--- src/rtl/spi_pkg.sv ---
// Shared state encoding and sizing helpers for custom_spi_master.
package spi_pkg;

    typedef enum logic [2:0] {
        IDLE      = 3'd0,
        SETUP     = 3'd1,
        HIGH      = 3'd2,
        LOW       = 3'd3,
        WAIT_NEXT = 3'd4,
        TRAIL     = 3'd5,
        GAP       = 3'd6
    } spi_state_e;

    localparam int SPI_DATA_W = 8;

    function automatic int div_cnt_w(input int clk_div);
        return (clk_div <= 1) ? 1 : $clog2(clk_div);
    endfunction

endpackage

--- src/rtl/spi_half_period_timer.sv ---
// Down-counter that times one SCK half period (CLK_DIV clk cycles) per start pulse.
module spi_half_period_timer
    import spi_pkg::*;
#(
    parameter int CLK_DIV = 4
) (
    input  logic clk,
    input  logic rst,
    input  logic start,
    output logic done
);

    localparam int              CW   = div_cnt_w(CLK_DIV);
    localparam logic [CW-1:0]   LOAD = CW'(CLK_DIV - 1);

    logic [CW-1:0] r_cnt;
    logic          r_active;

    // Reload on start, then count down; done fires on the zero cycle
    always_ff @(posedge clk or posedge rst) begin
        if (rst) begin
            r_cnt    <= {CW{1'b0}};
            r_active <= 1'b0;
        end else if (start) begin
            r_cnt    <= LOAD;
            r_active <= 1'b1;
        end else if (r_active && (r_cnt == {CW{1'b0}})) begin
            r_active <= 1'b0;
        end else if (r_active) begin
            r_cnt    <= r_cnt - CW'(1);
        end else begin
            r_cnt    <= r_cnt;
        end
    end

    assign done = r_active && (r_cnt == {CW{1'b0}});

endmodule

--- src/rtl/custom_spi_master.sv ---
// Mode-0 MSB-first SPI master with valid/ready TX and strobed RX.
// Optional SPI_LOOPBACK_EN adds a loopback input that feeds MOSI back to the sampler.
module custom_spi_master
    import spi_pkg::*;
#(
    parameter int CLK_DIV = 4,
    parameter int DATA_W  = SPI_DATA_W
) (
    input  logic              clk,
    input  logic              rst,
    input  logic              tx_valid,
    output logic              tx_ready,
    input  logic [DATA_W-1:0] tx_data,
    input  logic              tx_last,
    output logic              rx_valid,
    output logic [DATA_W-1:0] rx_data,
    output logic              busy,
    output logic              spi_sck_o,
    output logic              spi_ss_o,
    output logic              spi_mosi_o,
    input  logic              spi_miso_i
`ifdef SPI_LOOPBACK_EN
    ,
    input  logic              loopback
`endif
);

    localparam int BW = $clog2(DATA_W);

    spi_state_e        r_state, w_state_next;
    logic [DATA_W-1:0] r_shift, w_shift_next, w_shift_in;
    logic [BW-1:0]     r_bit_cnt, w_bit_cnt_next;
    logic              r_last, w_last_next;
    logic              r_sck, w_sck_next, r_ss, w_ss_next, r_mosi, w_mosi_next;
    logic              r_busy, w_busy_next, r_rx_valid, w_rx_valid_next;
    logic [DATA_W-1:0] r_rx_data, w_rx_data_next;
    logic              w_hs, w_miso, w_start, w_tdone, w_bits_left;

    assign tx_ready    = !rst && ((r_state == IDLE) || (r_state == WAIT_NEXT));
    assign w_hs        = tx_valid && tx_ready;
    assign w_bits_left = (r_bit_cnt != {BW{1'b0}});
`ifdef SPI_LOOPBACK_EN
    assign w_miso      = loopback ? r_mosi : spi_miso_i;
`else
    assign w_miso      = spi_miso_i;
`endif
    assign w_shift_in  = {r_shift[DATA_W-2:0], w_miso};
    // Every entry into a timed state restarts the half-period timer
    assign w_start     = (w_state_next != r_state) && (w_state_next != IDLE) &&
                         (w_state_next != WAIT_NEXT);

    spi_half_period_timer #(.CLK_DIV(CLK_DIV)) u_timer (
        .clk   (clk),
        .rst   (rst),
        .start (w_start),
        .done  (w_tdone)
    );

    // State register
    always_ff @(posedge clk or posedge rst) begin
        if (rst) r_state <= IDLE;
        else     r_state <= w_state_next;
    end

    // Next-state decode
    always_comb begin
        w_state_next = r_state;
        case (r_state)
            IDLE, WAIT_NEXT: if (w_hs) w_state_next = SETUP; else w_state_next = r_state;
            SETUP, LOW:      if (w_tdone) w_state_next = HIGH; else w_state_next = r_state;
            HIGH: begin
                if (!w_tdone)        w_state_next = HIGH;
                else if (w_bits_left) w_state_next = LOW;
                else if (r_last)     w_state_next = TRAIL;
                else                 w_state_next = WAIT_NEXT;
            end
            TRAIL:   if (w_tdone) w_state_next = GAP;  else w_state_next = TRAIL;
            GAP:     if (w_tdone) w_state_next = IDLE; else w_state_next = GAP;
            default: w_state_next = IDLE;
        endcase
    end

    // Next values of the registered outputs and shift datapath
    always_comb begin
        w_sck_next      = r_sck;
        w_ss_next       = r_ss;
        w_mosi_next     = r_mosi;
        w_busy_next     = r_busy;
        w_rx_valid_next = 1'b0;
        w_rx_data_next  = r_rx_data;
        w_shift_next    = r_shift;
        w_bit_cnt_next  = r_bit_cnt;
        w_last_next     = r_last;
        case (r_state)
            IDLE, WAIT_NEXT: begin
                if (w_hs) begin
                    w_shift_next   = tx_data;
                    w_bit_cnt_next = BW'(DATA_W - 1);
                    w_last_next    = tx_last;
                    w_ss_next      = 1'b0;
                    w_sck_next     = 1'b0;
                    w_mosi_next    = tx_data[DATA_W-1];
                    w_busy_next    = 1'b1;
                end else begin
                    w_sck_next     = 1'b0;
                end
            end
            SETUP, LOW: if (w_tdone) w_sck_next = 1'b1; else w_sck_next = r_sck;
            HIGH: begin
                if (w_tdone) begin
                    w_sck_next   = 1'b0;
                    w_shift_next = w_shift_in;
                    if (w_bits_left) begin
                        w_mosi_next    = r_shift[DATA_W-2];
                        w_bit_cnt_next = r_bit_cnt - BW'(1);
                    end else begin
                        w_rx_valid_next = 1'b1;
                        w_rx_data_next  = w_shift_in;
                    end
                end else begin
                    w_sck_next = r_sck;
                end
            end
            TRAIL:   if (w_tdone) w_ss_next = 1'b1;   else w_ss_next = r_ss;
            GAP:     if (w_tdone) w_busy_next = 1'b0; else w_busy_next = r_busy;
            default: w_sck_next = 1'b0;
        endcase
    end

    // Output and datapath registers
    always_ff @(posedge clk or posedge rst) begin
        if (rst) begin
            r_sck      <= 1'b0;
            r_ss       <= 1'b1;
            r_mosi     <= 1'b0;
            r_busy     <= 1'b0;
            r_rx_valid <= 1'b0;
            r_rx_data  <= {DATA_W{1'b0}};
            r_shift    <= {DATA_W{1'b0}};
            r_bit_cnt  <= {BW{1'b0}};
            r_last     <= 1'b0;
        end else begin
            r_sck      <= w_sck_next;
            r_ss       <= w_ss_next;
            r_mosi     <= w_mosi_next;
            r_busy     <= w_busy_next;
            r_rx_valid <= w_rx_valid_next;
            r_rx_data  <= w_rx_data_next;
            r_shift    <= w_shift_next;
            r_bit_cnt  <= w_bit_cnt_next;
            r_last     <= w_last_next;
        end
    end

    assign spi_sck_o  = r_sck;
    assign spi_ss_o   = r_ss;
    assign spi_mosi_o = r_mosi;
    assign busy       = r_busy;
    assign rx_valid   = r_rx_valid;
    assign rx_data    = r_rx_data;

endmodule

--- config.mk ---
export PLATFORM = sky130hd
export DESIGN_NAME = custom_spi_master
export DESIGN_NICKNAME = d
export VERILOG_FILES = /design/src/rtl/spi_pkg.sv /design/src/rtl/spi_half_period_timer.sv /design/src/rtl/custom_spi_master.sv
export SDC_FILE = /design/constraint.sdc
export NUM_CORES = 1
export LEC_CHECK = 0
export BUFFER_PORTS_ARGS = -buffer_cell sky130_fd_sc_hd__buf_2
export CORE_AREA = 2 2 73 75
export CTS_BUF_LIST = sky130_fd_sc_hd__clkbuf_4 sky130_fd_sc_hd__clkbuf_8 sky130_fd_sc_hd__clkbuf_16
export DETAILED_ROUTE_END_ITERATION = 6
export DIE_AREA = 0 0 75 77
export SLEW_MARGIN = 40
export SYNTH_ARGS = -nofsm -noshare
export SYNTH_HDL_FRONTEND = slang
export SYNTH_SLANG_ARGS = --single-unit
--- constraint.sdc ---
create_clock -name clk -period 4.15 [get_ports clk]
set_input_delay 0.2075 -clock clk [delete_from_list [all_inputs] [get_ports clk]]
set_output_delay 0.2075 -clock clk [all_outputs]
set_load 0.05 [all_outputs]
==> impl_summary.md <==
Run status
The run finished with clean final reports.

Routing
The total wirelength of the detailed-routed design is 3.01 mm. The number of iterations in the first detailed-routing pass is 4. After detailed routing, the number of remaining DRC violations is 0. The detailed router placed 1074 vias in this run.

The per-cell routed wire length is 12.8 um. In this run, the number of DRC markers left after iteration 0 of detailed routing was 25. The detail route stage leaves a number of antenna-violating nets equal to 0. The via density per instance is 4.57.

Critical path
The largest single stage delay on the critical path is 0.56 ns. The critical path contains buffers and inverters numbering 0 combined. The type of the worst setup path is reg -> reg. The critical path goes through nor3b_2, and3_1, mux2_2. The worst setup path is captured at a register.

The startpoint type of the worst setup path is a register. The peak fanout along the critical path is 11. The critical-path cell with the highest stage delay is sky130_fd_sc_hd__and3_1. STA puts the critical path data arrival time at 2.29 ns. The required time reported for the critical path endpoint is 4.31 ns. The largest delay contributor family on the critical path is simple AND/OR/NAND/NOR gates.

Synth
The mapped cell area is 1470 um2. Synthesis instantiated 38 different standard cells from the library. During synthesis, Yosys emitted a total of 0 warnings.

A synthesized cell averages 10.7 um2. The register bit total from synthesis is 30. The number of synthesized flops with an enable pin is 0. The share of synthesized flip-flops with an asynchronous set or reset is 100%. When the netlist entered floorplanning its net count stood at 153. After synthesis, flip-flops and latches occupy 51.3% of the total area. The most used flip-flop cell after synthesis is sky130_fd_sc_hd__dfrtp_1. The count of mapped cells out of synthesis is 137.

STA
For the final routed database, the setup TNS stands at 0 ns. Setup repair after global routing left no endpoint under its margin. Hold is met by 0.129 ns.

The worst-case clock skew is 0.00482 ns. In this run the tightest slew margin relative to its limit is 61.8%. The number of endpoints with negative hold slack in the final report is 0. Setup violations remaining at the end of the flow were counted as 0. The count of pins over their slew limit is 0.

Derived from the worst setup path, the maximum achievable clock frequency is 0.470 GHz. The share of the cycle needed by the critical path after routing is 51.2%. The final critical path time including I/O delays and setup is 2.13 ns.

The transition at the pin with the smallest max-transition slack is 0.565 ns.

Global route
Entering global routing, the biggest net connects 20 pins. The number of antenna violations at the first check in global routing is 0. In the global route stage, overall resource usage came out at 11.9%.

The global-route wire length before repair is 5.22 mm. The number of global-route vias before repair is 1073. After global routing the overflow that remains totals 0.

Power
The clock network accounts for 48.2% of the total power. The switching power is 120 uW. Across the VDD grid, the largest voltage drop is 0.195 mV. Cell internal power was estimated by the tool at 498 uW. For this design the static power due to leakage is 0.000895 uW.

In this run the power density over the cells is 350 nW/um2. Sequential cells account for 48.5% of the total power. The share of total power dissipated in combinational logic is 3.4%. The switching part of the total power is 19.5%.

Clocking
The count of instances resized after the clock tree is built is 0. The post-CTS setup repair buffer count is 0. Buffers inserted to repair hold after CTS numbered 1. The clock tree root buffer cell is sky130_fd_sc_hd__clkbuf_8. The clock tree from TritonCTS is built. Clock-pin slew was measured on the worst setup and hold paths at 0.06 ns. The clock reaches the later pin of the worst-skew pair after 0.28 ns.

The clock buffer count from CTS is 5. For this design, the sink count on the clock tree is 30. The maximum buffer depth of the clock tree is 2. The level count of the clock H-tree is 2.

Cells and area
Of the cells placed in the final design, the portion with a size suffix greater than 1 is 30.3%. The area added between synthesis and finish is 20.5%. The leading cell type in the layout, fill and taps excluded is sky130_fd_sc_hd__dfrtp_1. In the layout the commonest cells are 29 x sky130_fd_sc_hd__dfrtp_1, 26 x sky130_fd_sc_hd__buf_2, 16 x sky130_fd_sc_hd__nand2_1, 15 x sky130_fd_sc_hd__o21ai_0. The net count of the finished layout is 180.

The number of diodes added for antenna fixing is 0.

Placement
Detailed placement finished with a half-perimeter wire length of 2.16 mm. The number of port buffers is 26. The final weighted congestion of routability-driven global placement is 0.706.

Die
The initial standard-cell utilization of the core is 29.5%. The floorplan die area is 5780 um2. The die boundary height is 77 um. From left edge to right edge, the die measures 75 um. 27 I/O pins were placed.

The core outline area is 4980 um2. The row count is 26.

Job
The max-capacitance violation count is 0.

Hold path
The class of the tightest hold or removal check is in -> reg.
-- power groups by stage --
stage / logic, uW / clock network (uW) / registers (uW)
after floorplan: 9.52 / 0 / 305
after global routing: 24.6 / 320 / 300
after detailed placement: 21.2 / 0 / 305
after global placement: 20.5 / 0 / 305
after CTS: 22.0 / 307 / 300
final: 20.9 / 298 / 300
-- cells in the mapped netlist (all sizes together) (2+ instances only) --
library cell | count | area, um2
mux2i | 8 | 80.1
clkbuf | 2 | 7.51
mux2 | 8 | 90.1
a21oi | 5 | 25.0
nor2 | 5 | 18.8
inv | 7 | 26.3
buf | 6 | 45.0
ha | 3 | 37.5
o21ai | 15 | 75.1
nand3 | 3 | 15.0
and3 | 2 | 12.5
nor3 | 2 | 10.0
nor2b | 2 | 12.5
a31oi | 2 | 12.5
a22oi | 2 | 15.0
or2 | 2 | 12.5
dfrtp | 29 | 726
nand2 | 16 | 60.1
-- final timing paths --
path | slack, ns | cells after the start | start | end
max | 2.02 | 3 | r_state[1] | rx_data[1]
min | 0.13 | 3 | tx_last | r_last
max reg2reg | 2.02 | 3 | r_state[1] | rx_data[1]
min reg2reg | 0.47 | 1 | r_bit_cnt[0] | r_bit_cnt[0]
max in group asynchronous | 3.01 | 4 | rst | rx_data[1]
min in group asynchronous | 0.51 | 3 | rst | spi_sck_o
-- kinds of logic (layout without fill, tap and decap cells) --
logic type      after synthesis  after routing  synth area share (%)
simple gates                 40             40                  14.2
compound gates               32             32                  14.4
flops                        30             30                  51.3
mux                          16             16                  11.6
buf+inv                      15             43                  5.38
fa+ha+maj                     3              3                  2.56
xor+xnor                      1              1                 0.597
-- per-stage QoR --
step / setup slack, ns / std cells / utilization (%) / total power (uW) / cell area, um2
after global routing: 1.86 / 235 / 35.5 / 644 / 1770
final: 2.02 / 235 / 35.5 / 618 / 1770
after floorplan: 2.33 / 137 / - / 315 / 1470
after CTS: 2.03 / 235 / 35.4 / 628 / 1760
after detailed placement: 2.05 / 226 / 32.9 / 326 / 1640
after global placement: 2.07 / 226 / 32.9 / 326 / 1640
-- metal layers --
metal	global-route usage, %	routed length (um)	vias up
met1	16.2	1370	502
met2	17.5	1440	29
met3	3.15	150	6
met5	0	0	-
met4	5.36	53	0
li1	-	-	537
-- sequential cells by signal (all words and copies together), names as in the netlist, 2 cells and up --
| signal | count |
|---|---|
| r_bit_cnt | 3 |
| r_shift | 7 |
| r_state | 3 |
| rx_data | 8 |
| u_timer.r_cnt | 2 |
-- area by class of cell --
class	instances	area [um2]
Clock buffer	7	83.8
Clock inverter	1	30.0
Fill cell	516	3210
Inverter	7	26.3
Multi-Input combinational cell	92	639
Sequential cell	30	752
Tap cell	70	87.6
Timing Repair Buffer	28	148
-- tightest hold or removal path, stage by stage --
cell	delay, ns
sky130_fd_sc_hd__buf_2	0.08
sky130_fd_sc_hd__nand2_1	0.04
sky130_fd_sc_hd__nand2_1	0.05
Note: power is estimated with default switching activity, not from simulation.
